==> config.mk <==
export PLATFORM = sky130hd
export DESIGN_NAME = switch_debounce
export DESIGN_NICKNAME = d
export VERILOG_FILES = /design/src/rtl/switch_debounce_pkg.sv /design/src/rtl/switch_debounce_sync_chain.sv /design/src/rtl/switch_debounce.sv
export SDC_FILE = /design/constraint.sdc
export NUM_CORES = 1
export LEC_CHECK = 0
export ABC_AREA = 1
export CAP_MARGIN = 0
export CORE_MARGIN = 4
export CORE_UTILIZATION = 40
export DETAILED_ROUTE_END_ITERATION = 10
export GPL_TIMING_DRIVEN = 1
export SYNTH_ARGS = -nofsm -noshare
export SYNTH_HDL_FRONTEND = slang
export SYNTH_SLANG_ARGS = --single-unit
==> constraint.sdc <==
create_clock -name clk -period 2.03 [get_ports clk]
set_clock_uncertainty 0.1 [all_clocks]
set_input_delay 0.3045 -clock clk [delete_from_list [all_inputs] [get_ports clk]]
set_output_delay 0.3045 -clock clk [all_outputs]
set_load 0.03 [all_outputs]
==> src/rtl/switch_debounce_pkg.sv <==
`default_nettype none
// ============================================================================
//  Module      : switch_debounce_pkg
//  Description : Shared constants for the switch input conditioner:
//                FSM state encoding, default settle time and clock rate.
//  Revision    : 1.0 - initial release
// ============================================================================
package switch_debounce_pkg;

    // Debounce FSM state encoding (1-bit, two states)
    localparam logic ST_IDLE   = 1'b0;
    localparam logic ST_SETTLE = 1'b1;

    // System tick rate the default settle time is derived from
    localparam int unsigned TICK_HZ = 10_000_000;

    // 10 ms of settle time at TICK_HZ
    localparam int unsigned DEFAULT_DEBOUNCE_CYCLES = TICK_HZ / 100;

endpackage : switch_debounce_pkg
`default_nettype wire

==> src/rtl/switch_debounce_sync_chain.sv <==
`default_nettype none
// ============================================================================
//  Module      : sync_chain
//  Description : Per-bit multi-flop synchroniser with asynchronous reset to 0.
//                Generic, usable for any asynchronous level input.
//  Ports       : clk      in  1            clock
//                reset    in  1            asynchronous active-high reset
//                i_async  in  WIDTH        asynchronous input vector
//                o_sync   out WIDTH        synchronised output (last stage)
//  Revision    : 1.0 - initial release
// ============================================================================
module sync_chain #(
    parameter int WIDTH       = 8,
    parameter int SYNC_STAGES = 2
) (
    input  logic             clk,
    input  logic             reset,
    input  logic [WIDTH-1:0] i_async,
    output logic [WIDTH-1:0] o_sync
);

    localparam int c_CHAIN_W = WIDTH * SYNC_STAGES;

    // All stages packed into one shift register; stage 0 in the low bits
    logic [c_CHAIN_W-1:0] r_chain;

    always_ff @(posedge clk or posedge reset) begin
        if (reset) begin
            r_chain <= '0;
        end else begin
            r_chain <= {r_chain[c_CHAIN_W-WIDTH-1:0], i_async};
        end
    end

    assign o_sync = r_chain[c_CHAIN_W-1 -: WIDTH];

endmodule : sync_chain
`default_nettype wire

==> src/rtl/switch_debounce.sv <==
`default_nettype none
// ============================================================================
//  Module      : switch_debounce
//  Description : Synchronises and debounces the user switch vector as a whole.
//                A new value is committed only after the synchronised input
//                has held it for DEBOUNCE_CYCLES+1 consecutive samples.
//  Ports       : clk         in  1      single clock
//                reset       in  1      asynchronous active-high reset
//                sw_raw      in  WIDTH  raw asynchronous switch inputs
//                sw_stable   out WIDTH  debounced value (registered)
//                sw_changed  out 1      one-cycle strobe on each commit
//                sw_zero     out 1      registered, 1 when sw_stable == 0
//                sw_rise     out WIDTH  bits going 0->1 at commit (optional)
//                sw_fall     out WIDTH  bits going 1->0 at commit (optional)
//  Config      : define SWITCH_DEBOUNCE_EDGE_FLAGS_EN to add sw_rise/sw_fall.
//  Revision    : 1.0 - initial release
// ============================================================================
module switch_debounce
    import switch_debounce_pkg::*;
#(
    parameter int          WIDTH           = 8,
    parameter int          SYNC_STAGES     = 2,
    parameter int unsigned DEBOUNCE_CYCLES = DEFAULT_DEBOUNCE_CYCLES,
    parameter int          CNT_W           = 24
) (
    input  logic             clk,
    input  logic             reset,
    input  logic [WIDTH-1:0] sw_raw,
    output logic [WIDTH-1:0] sw_stable,
    output logic             sw_changed,
    output logic             sw_zero
`ifdef SWITCH_DEBOUNCE_EDGE_FLAGS_EN
    ,
    output logic [WIDTH-1:0] sw_rise,
    output logic [WIDTH-1:0] sw_fall
`endif
);

    localparam logic [CNT_W-1:0] c_CNT_MAX = CNT_W'(DEBOUNCE_CYCLES);
    localparam logic [CNT_W-1:0] c_CNT_ONE = {{(CNT_W-1){1'b0}}, 1'b1};

    logic [WIDTH-1:0] w_sync;

    logic             r_state;
    logic [CNT_W-1:0] r_cnt;
    logic [WIDTH-1:0] r_cand;
    logic [WIDTH-1:0] r_stable;
    logic             r_changed;
    logic             r_zero;

    logic             w_state_nxt;
    logic [CNT_W-1:0] w_cnt_nxt;
    logic [WIDTH-1:0] w_cand_nxt;
    logic             w_commit;

    sync_chain #(
        .WIDTH       (WIDTH),
        .SYNC_STAGES (SYNC_STAGES)
    ) u_sync (
        .clk     (clk),
        .reset   (reset),
        .i_async (sw_raw),
        .o_sync  (w_sync)
    );

    // ------------------------------------------------------------------
    // FSM state, settle counter and candidate
    // ------------------------------------------------------------------
    always_ff @(posedge clk or posedge reset) begin
        if (reset) begin
            r_state <= ST_IDLE;
            r_cnt   <= '0;
            r_cand  <= '0;
        end else begin
            r_state <= w_state_nxt;
            r_cnt   <= w_cnt_nxt;
            r_cand  <= w_cand_nxt;
        end
    end

    // The counter counts matching samples of the candidate, the entry
    // sample included, so commit happens on sample DEBOUNCE_CYCLES+1.
    // It never passes c_CNT_MAX because reaching it always commits.
    always_comb begin
        w_state_nxt = r_state;
        w_cnt_nxt   = r_cnt;
        w_cand_nxt  = r_cand;
        w_commit    = 1'b0;
        case (r_state)
            ST_IDLE: begin
                if (w_sync != r_stable) begin
                    w_state_nxt = ST_SETTLE;
                    w_cand_nxt  = w_sync;
                    w_cnt_nxt   = c_CNT_ONE;
                end else begin
                    w_cnt_nxt   = '0;
                end
            end
            ST_SETTLE: begin
                if (w_sync == r_cand) begin
                    if (r_cnt >= c_CNT_MAX) begin
                        w_commit    = 1'b1;
                        w_state_nxt = ST_IDLE;
                        w_cnt_nxt   = '0;
                    end else begin
                        w_cnt_nxt   = r_cnt + c_CNT_ONE;
                    end
                end else if (w_sync == r_stable) begin
                    // Input bounced back to the committed value
                    w_state_nxt = ST_IDLE;
                    w_cnt_nxt   = '0;
                end else begin
                    // Input moved to yet another value: restart settling
                    w_cand_nxt  = w_sync;
                    w_cnt_nxt   = c_CNT_ONE;
                end
            end
            default: begin
                w_state_nxt = ST_IDLE;
                w_cnt_nxt   = '0;
            end
        endcase
    end

    // ------------------------------------------------------------------
    // Output registers
    // ------------------------------------------------------------------
    always_ff @(posedge clk or posedge reset) begin
        if (reset) begin
            r_stable  <= '0;
            r_changed <= 1'b0;
            r_zero    <= 1'b1;
        end else begin
            r_changed <= w_commit;
            if (w_commit) begin
                r_stable <= r_cand;
                r_zero   <= (r_cand == '0);
            end
        end
    end

    assign sw_stable  = r_stable;
    assign sw_changed = r_changed;
    assign sw_zero    = r_zero;

`ifdef SWITCH_DEBOUNCE_EDGE_FLAGS_EN
    logic [WIDTH-1:0] r_rise;
    logic [WIDTH-1:0] r_fall;

    // Compared against the value being replaced, so flags match the strobe
    always_ff @(posedge clk or posedge reset) begin
        if (reset) begin
            r_rise <= '0;
            r_fall <= '0;
        end else if (w_commit) begin
            r_rise <= r_cand & ~r_stable;
            r_fall <= ~r_cand & r_stable;
        end else begin
            r_rise <= '0;
            r_fall <= '0;
        end
    end

    assign sw_rise = r_rise;
    assign sw_fall = r_fall;
`endif

endmodule : switch_debounce
`default_nettype wire

Word level (Yosys, flattened, before mapping). Index checks and enable logic that the tools add are counted.

Word-level logic and storage cells: 35. Flip-flop bits (word level): 59.

Bitwise logic cells: 1. $add $sub $neg: 1. Magnitude comparators: 1. Eq/ne operators: 6. Reductions and logical operators: 2. Mux-type cells: 17.

Operators with widths (number): two-way mux 24 bit (2); case mux 24 bit (2 select lines) (1); adder 24 x 1 -> 24 bit, second input constant (1); greater-or-equal comparator 24 x 17 -> 1 bit, second input constant (1); two-way mux 8 bit (3); equality test 8 bit (2); case mux 8 bit (2 select lines) (1); two-way mux 1 bit (9); zero test 8 bit (1); inequality test 8 bit (1); inequality test 2 bit, second input constant (3); AND reduction 3 bit (1); case mux 1 bit (2 select lines) (1); inverter 1 bit (1).

Depth between registers and ports, before layout. Gate-level depths: netlist of run 1.

Depth after elaboration: 4. Gate-level depth with buffers: 9. Depth with buffers taken out: 9.

Hierarchy. Synthesis of run 1 repeated with hierarchy kept, for this count alone.

Cells, all modules: 300. Area total of the unflattened synthesis: 2692.6 µm².

By module, submodules not included: switch_debounce (times used 1, area each 2228.4 µm², seq. area each 1077.3 µm², cells each 275); sync_chain (times used 1, area each 464.2 µm², seq. area each 400.4 µm², cells each 25).

Worst setup path before layout of run 1. OpenSTA, ideal clock, no wires.

Path type: flip-flop to flip-flop. From: register r_stable[5] (netlist: sw_stable[5]). To: register r_cnt[0]. Clock period less this slack: 1.522 ns. Cell stages (with the launch flop): 7. Path buffers: 0. Path slack: 0.508 ns. Arrival: 1.278 ns. Required time: 1.787 ns. Path through: dfrtp_1 -> xnor2_1 -> nand2_1 -> nor2_1 -> nand2_1 -> o21ai_2 -> o21ai_0.

Cells in the longest elaborated chain, start to end: 4. Elaborated cells between the ends (all ways): 6. Classes of those cells: 2 x eq/ne; 4 x mux.

RTL lines: start, declared (line switch_debounce.sv:47) `logic [WIDTH-1:0] r_stable;`; start signal, assigned (line switch_debounce.sv:136) `r_stable <= r_cand;`; equality test 8 bit (line switch_debounce.sv:108) `end else if (w_sync == r_stable) begin`; two-way mux 1 bit (line switch_debounce.sv:108); two-way mux 24 bit (line switch_debounce.sv:100) `if (w_sync == r_cand) begin`; case mux 24 bit (2 select lines) * (line switch_debounce.sv:89) `case (r_state)`; via w_cnt_nxt[0] (line switch_debounce.sv:52) `logic [CNT_W-1:0] w_cnt_nxt;`; end signal, assigned (line switch_debounce.sv:76) `r_cnt <= w_cnt_nxt;`; end, declared (line switch_debounce.sv:45) `logic [CNT_W-1:0] r_cnt;`.

The timed path passes the listed nets; every way through them passes the cells marked *. A chain may end at the register's enable or synchronous reset.

Final worst setup path of run 1.
From: register r_zero (netlist: sw_zero). To: output port sw_zero.

RTL lines: start, declared (line switch_debounce.sv:49) `logic r_zero;`; start signal, assigned (line switch_debounce.sv:137) `r_zero <= (r_cand == '0);`; end, declared (line switch_debounce.sv:31) `output logic sw_zero`.

No word-level cell between the ends.

==> impl_metrics.env, run 1 <==
export IMPL_routed_wl_um=4580
export IMPL_hold_class="input pin to asynchronous set/reset pin"
export IMPL_die_w_um=87.9
export IMPL_critPathCaptureType="output port"
export IMPL_grt_pass1_vias=1811
export IMPL_fin_crit_ns=1.92
export IMPL_grt_first_pass_wirelength_um=8250
export IMPL_fin_setup_tns_ns=0
export IMPL_first_pass_iters=4
export IMPL_start_util_pct=42.2
export IMPL_syn_cell_area_um2=2550
export IMPL_startpoint_type="register"
export IMPL_drtIter0Drc=82
export IMPL_worst_path_stages=1
export IMPL_synth_edff_count=0
export IMPL_rsz0062_at_grt="false"
export IMPL_critical_path_arrival_ns=1.52
export IMPL_drv_cap=0
export IMPL_dieArea_um2=7730
export IMPL_netlist_instances=273
export IMPL_ir_drop_mv=0.545
export IMPL_gp_congestion=0.804
export IMPL_via_count=1801
export IMPL_grt_busiest_layer="met2"
export IMPL_numCtsBuffers=9
export IMPL_cts_hold_buf=0
export IMPL_cts_tree="yes"
export IMPL_cp_startpoint="sw_zero$_DFFE_PP1P_"
export IMPL_critPathRequiredTime_ns=1.63
export IMPL_wire_per_inst_um=11.7
export IMPL_core_area_um2=6060
export IMPL_hold_viol=0
export IMPL_ys_flop_type="dfrtp_1"
export IMPL_global_route_usage_total_pct=14.0
export IMPL_io_pins=20
export IMPL_fin_area_um2=3070
export IMPL_cp_slowest_cell="clkdlybuf4s50_1"
export IMPL_layout_nets=325
export IMPL_dpl_hpwl_um=3290
export IMPL_r2r_end="r_cand[7]$_DFFE_PP0P_"
export IMPL_crit_path_end="sw_zero"
export IMPL_fillers=563
export IMPL_avgViaCountPerCell=4.58
export IMPL_p_leak_uw=0.00142
export IMPL_met3_usage_pct=2.54
export IMPL_drc=0
export IMPL_crit_path_max_fanout=2
export IMPL_fp_dieH_um=87.9
export IMPL_ys_seq_area_share_pct=57.8
export IMPL_max_freq_mhz=520
export IMPL_path_cells="clkdlybuf4s50_1"
export IMPL_regToRegStartpoint="u_sync.r_chain[13]$_DFF_PP0_"
export IMPL_grtUsageMet2_pct=19.9
export IMPL_cts_sinks=59
export IMPL_antenna_cells=0
export IMPL_fin_crit_sh_pct=94.8
export IMPL_overflow=0
export IMPL_grt_max_degree=20
export IMPL_antenna_found_initial=0
export IMPL_critPathKind="register to output port"
export IMPL_ant_nets=0
export IMPL_clock_root_buffer="clkbuf_8"
export IMPL_r2r_cells=8
export IMPL_synthArstFlopShare_pct=100
export IMPL_h_tree_depth=3
export IMPL_p_per_area_nw_per_um2=824
export IMPL_rows=28
export IMPL_setup_violations_final=0
export IMPL_synthDistinctLibCells=28
export IMPL_clockBufferDepth=2
export IMPL_dpl_cell_area_um2=2900
export IMPL_yosys_warnings=0
export IMPL_port_buffers=19
export IMPL_synth_area_per_cell_um2=9.36
export IMPL_path_delay_family="buffers and inverters"
export IMPL_ys_seq_elements=59
export IMPL_crit_buf_inv=1
export IMPL_cts_clk_slew_worst_paths_ns=0.07
export IMPL_drive_above_1_share_pct=15.1
export IMPL_report_final_slew_viol_count=0
export IMPL_post_cts_resized=0
export IMPL_slowest_delay_ns=0.66
export IMPL_outcome="complete, no violations"
export IMPL_rrSetupSlack_ns=0.34
export IMPL_cts_setup_buffers=0
export IMPL_clk_latency_ns=0.33
export IMPL_synthToLayoutAreaGrowth_pct=20.0
export IMPL_use_met1_pct=19.6
[stage by stage]
step / utilization, % / std cells / hold WS [ns] / setup slack (ns) / power (uW)
finish: 50.6 / 393 / 0.156 / 0.106 / 2520
floorplan: - / 279 / 0.231 / 0.171 / 1510
global route: 50.6 / 393 / 0.178 / 0.0543 / 2670
CTS: 50.6 / 393 / 0.154 / 0.0758 / 2570
detailed placement: 47.8 / 377 / 0.239 / 0.340 / 1650
global placement: 47.8 / 377 / 0.231 / 0.333 / 1640
[where the power goes]
part / switching (uW) / total, uW / internal, uW
clock network: 466 / 900 / 434
logic: 172 / 314 / 142
registers: 67.2 / 1310 / 1240
total: 705 / 2520 / 1820
[synth_stat cells, types with 2 or more instances]
| cell type | number | area, um^2 |
|---|---|---|
| a21oi_1 | 3 | 15.0 |
| buf_6 | 2 | 22.5 |
| dfrtp_1 | 58 | 1450 |
| ha_1 | 2 | 25.0 |
| inv_1 | 25 | 93.8 |
| inv_2 | 2 | 7.51 |
| nand2_1 | 75 | 282 |
| nand2_2 | 2 | 12.5 |
| nand3_1 | 32 | 160 |
| nand3_2 | 2 | 20.0 |
| nor2_1 | 22 | 82.6 |
| nor2_2 | 13 | 81.3 |
| o21ai_0 | 3 | 15.0 |
| xnor2_1 | 13 | 114 |
| xor2_1 | 6 | 52.6 |
[cells by family (layout without fill, tap and decap cells)]
logic type,Yosys count,after routing,share of synthesized area (%)
adder cells (fa/ha/maj),2,2,0.979
AO/OA/AOI/OAI,9,9,2.35
buffers and inverters,29,68,4.85
other,1,7,0.147
flip-flops,59,59,57.8
XOR/XNOR,19,19,6.51
AND/OR/NAND/NOR,154,154,27.3
[layout make-up]
cell class / instances / area (um^2) / share of cell area [%]
Clock inverter: 7 / 45.0 / 1.47
Multi-Input combinational cell: 191 / 976 / 31.8
Clock buffer: 9 / 124 / 4.04
Tap cell: 75 / 93.8 / 3.06
Sequential cell: 59 / 1480 / 48.2
Inverter: 27 / 101 / 3.31
Timing Repair Buffer: 25 / 248 / 8.08
[placed cells by master, fill, tap and decap left out, types with 2 or more instances in the layout]
cell	count
buf_4	5
conb_1	7
ha_1	2
clkinvlp_4	4
nand3_1	32
inv_2	3
nor2_1	22
nand3_2	2
inv_1	24
clkdlybuf4s50_1	19
nand2_2	2
dfrtp_1	58
nand2_1	75
xor2_1	6
xnor2_1	13
nor2_2	13
clkinv_2	3
o21ai_0	3
a21oi_1	3
clkbuf_8	9
[routing by layer]
metal,vias up,share of wire [%]
met5,-,0
met4,0,2.1
met3,7,3.7
met2,31,42
met1,838,53
li1,925,-
[worst min-delay path by stage]
| stage | endpoint | slack [ns] | cells after the start | startpoint |
|---|---|---|---|---|
| after CTS | r_cnt[22]$_DFF_PP0_ | 0.15 | 2 | reset |
| after global routing | u_sync.r_chain[4]$_DFF_PP0_ | 0.18 | 2 | reset |
| after detailed placement | u_sync.r_chain[8]$_DFF_PP0_ | 0.24 | 0 | u_sync.r_chain[0]$_DFF_PP0_ |
| after floorplan | u_sync.r_chain[10]$_DFF_PP0_ | 0.23 | 0 | u_sync.r_chain[2]$_DFF_PP0_ |
| final | u_sync.r_chain[6]$_DFF_PP0_ | 0.16 | 2 | reset |
| after global placement | u_sync.r_chain[14]$_DFF_PP0_ | 0.23 | 0 | u_sync.r_chain[6]$_DFF_PP0_ |
[flip-flops by register name (all words and copies together), names as in the netlist]
signal	flops
r_cnt	24
u_sync.r_chain	16
r_cand	8
sw_stable	8
r_state	1
sw_changed	1
sw_zero	1
Note: power is estimated with default switching activity, not from simulation.
==> run 2: changes to the inputs <==
--- a/config.mk
+++ b/config.mk
@@ -5,10 +5,10 @@
 export SDC_FILE = /design/constraint.sdc
 export NUM_CORES = 1
 export LEC_CHECK = 0
-export ABC_AREA = 1
 export CAP_MARGIN = 0
 export CORE_MARGIN = 4
 export CORE_UTILIZATION = 40
+export CTS_BUF_LIST = sky130_fd_sc_hd__clkbuf_4
 export DETAILED_ROUTE_END_ITERATION = 10
 export GPL_TIMING_DRIVEN = 1
 export SYNTH_ARGS = -nofsm -noshare
==> impl_metrics.env, run 2 <==
export IMPL_outcome="complete, no violations"
export IMPL_avgViaCountPerCell=4.55
export IMPL_ys_flop_type="dfrtp_1"
export IMPL_fp_dieH_um=85.5
export IMPL_clk_latency_ns=0.40
export IMPL_synthArstFlopShare_pct=100
export IMPL_ys_seq_area_share_pct=61.5
export IMPL_yosys_area_top_type="dfrtp_1"
export IMPL_startpoint_type="register"
export IMPL_syn_cell_area_um2=2400
export IMPL_numCtsBuffers=9
export IMPL_worst_path_stages=5
export IMPL_path_cells="or4_4 -> o211ai_2 -> a21bo_1 -> buf_12 -> mux2_4"
export IMPL_cts_hold_buf=0
export IMPL_drc=0
export IMPL_fin_crit_sh_pct=97.2
export IMPL_grt_pass1_vias=1443
export IMPL_critical_path_arrival_ns=2.15
export IMPL_first_pass_iters=4
export IMPL_h_tree_depth=3
export IMPL_p_leak_uw=0.00127
export IMPL_grt_max_degree=21
export IMPL_drv_cap=0
export IMPL_critPathRequiredTime_ns=2.21
export IMPL_p_per_area_nw_per_um2=835
export IMPL_max_freq_mhz=507
export IMPL_dieArea_um2=7310
export IMPL_setup_violations_final=0
export IMPL_layout_nets=237
export IMPL_antenna_cells=0
export IMPL_ys_seq_elements=59
export IMPL_yosysMostFrequentCell="dfrtp_1"
export IMPL_clock_root_buffer="clkbuf_4"
export IMPL_gp_congestion=0.750
export IMPL_reg_top3="r_cnt (24), u_sync.r_chain (16)"
export IMPL_path_delay_family="simple AND/OR/NAND/NOR gates"
export IMPL_largest_reg_flops=24
export IMPL_rrSetupSlack_ns=0.06
export IMPL_die_w_um=85.5
export IMPL_fillers=507
export IMPL_ir_drop_mv=0.468
export IMPL_cts_clk_slew_worst_paths_ns=0.10
export IMPL_io_pins=20
export IMPL_fin_crit_ns=1.97
export IMPL_port_buffers=19
export IMPL_final_common_cell="dfrtp_1"
export IMPL_critPathKind="register to register"
export IMPL_wire_per_inst_um=12.6
export IMPL_core_area_um2=5680
export IMPL_overflow=0
export IMPL_synthToLayoutAreaGrowth_pct=22.7
export IMPL_start_util_pct=42.3
export IMPL_netlist_instances=181
export IMPL_rsz0062_at_grt="false"
export IMPL_dpl_hpwl_um=2750
export IMPL_crit_path_max_fanout=10
export IMPL_report_final_slew_viol_count=0
export IMPL_synthTopCellsByCount="dfrtp_1 (58), xnor2_1 (24), nor2_1 (22), mux2_2 (8), mux2_4 (8)"
export IMPL_hold_viol=0
export IMPL_critPathCaptureType="register"
export IMPL_grt_first_pass_wirelength_um=6870
export IMPL_clockBufferDepth=2
export IMPL_via_count=1373
export IMPL_cp_slowest_cell="or4_4"
export IMPL_r2r_cells=5
export IMPL_finalPower_uw=2460
export IMPL_regToRegStartpoint="r_cnt[14]$_DFF_PP0_"
export IMPL_synthDistinctLibCells=35
export IMPL_regMostFlops="r_cnt"
export IMPL_ant_nets=0
export IMPL_r2r_end="sw_stable[6]$_DFFE_PP0P_"
export IMPL_netlist_top_cells_area="dfrtp_1 (60%), xnor2_1 (8.8%), mux2_4 (5.0%), mux2_2 (3.8%), nor2_1 (3.4%)"
export IMPL_cts_tree="yes"
export IMPL_global_route_usage_total_pct=12.5
export IMPL_synth_area_per_cell_um2=13.3
export IMPL_yosys_warnings=0
export IMPL_crit_buf_inv=1
export IMPL_antenna_found_initial=0
export IMPL_cts_sinks=59
export IMPL_drive_above_1_share_pct=23.0
export IMPL_hold_class="input pin to asynchronous set/reset pin"
export IMPL_synth_edff_count=0
export IMPL_fin_setup_tns_ns=0
export IMPL_final_cell_mix="dfrtp_1 (58), xnor2_1 (24), nor2_1 (22)"
export IMPL_slowest_delay_ns=0.54
export IMPL_rows=27
export IMPL_synth_top_area_share_pct=60.4
export IMPL_drtIter0Drc=52
export IMPL_routed_wl_um=3800
run 2: worst max-delay path by stage:
stage,to,slack (ns),startpoint
global placement,sw_stable[7]$_DFFE_PP0P_,0.08,r_cnt[14]$_DFF_PP0_
finish,sw_stable[6]$_DFFE_PP0P_,0.06,r_cnt[14]$_DFF_PP0_
floorplan,sw_stable[0]$_DFFE_PP0P_,0.12,r_cnt[14]$_DFF_PP0_
global route,sw_stable[0],0.006,sw_stable[0]$_DFFE_PP0P_
detailed placement,sw_stable[3]$_DFFE_PP0P_,0.06,r_cnt[14]$_DFF_PP0_
CTS,sw_stable[6]$_DFFE_PP0P_,0.05,r_cnt[14]$_DFF_PP0_
run 2: kinds of logic after synthesis:
| family | synth area share [%] |
|---|---|
| DFF | 61.5 |
| adders and majority gates | 1.04 |
| xor gates and xnor gates | 10.9 |
| other | 0.156 |
| muxes | 9.17 |
| AOI/OAI and AO/OA | 2.29 |
| and+or+nand+nor | 12.8 |
| buffers and inverters | 2.14 |
run 2: repair_timing:
item	in CTS	in global routing
gates resized for setup	1	0
setup endpoints to repair	1	0
buffers inserted	0	0
run 2: metal layers:
metal	routed length (um)	up-vias	part of all wire [%]	global-route usage, %
met5	0	-	0	0
met4	35	0	0.92	6.47
met3	179	5	4.7	5.38
met2	1630	19	43	16.7
met1	1950	658	51	17.1
li1	-	691	-	-
run 2: final cells by class:
| cell class | instances | area, um^2 | share of cell area (%) |
|---|---|---|---|
| Inverter | 7 | 31.3 | 1.06 |
| Sequential cell | 59 | 1480 | 50.1 |
| Multi-Input combinational cell | 118 | 896 | 30.4 |
| Tap cell | 72 | 90.1 | 3.06 |
| Clock inverter | 6 | 81.3 | 2.76 |
| Timing Repair Buffer | 30 | 297 | 10.1 |
| Clock buffer | 10 | 75.1 | 2.55 |
run 2: report_power, final:
group / switching [uW] / internal, uW / leakage [uW]
Sequential: 53.8 / 1230 / 0.000736
Combinational: 118 / 137 / 0.000446
Clock: 416 / 505 / 0.0000838
run 2: per-stage QoR:
stage                     setup slack, ns  hold WS, ns  instance area [um^2]  cells  util, %
final                              0.0562        0.111                  2950    302     51.9
after global routing              0.00551        0.107                  2950    302     51.9
after detailed placement           0.0583        0.236                  2790    286     49.2
after global placement             0.0819        0.232                  2790    286     49.2
after floorplan                     0.124        0.231                  2420    187        -
after CTS                          0.0515        0.105                  2950    302     51.9
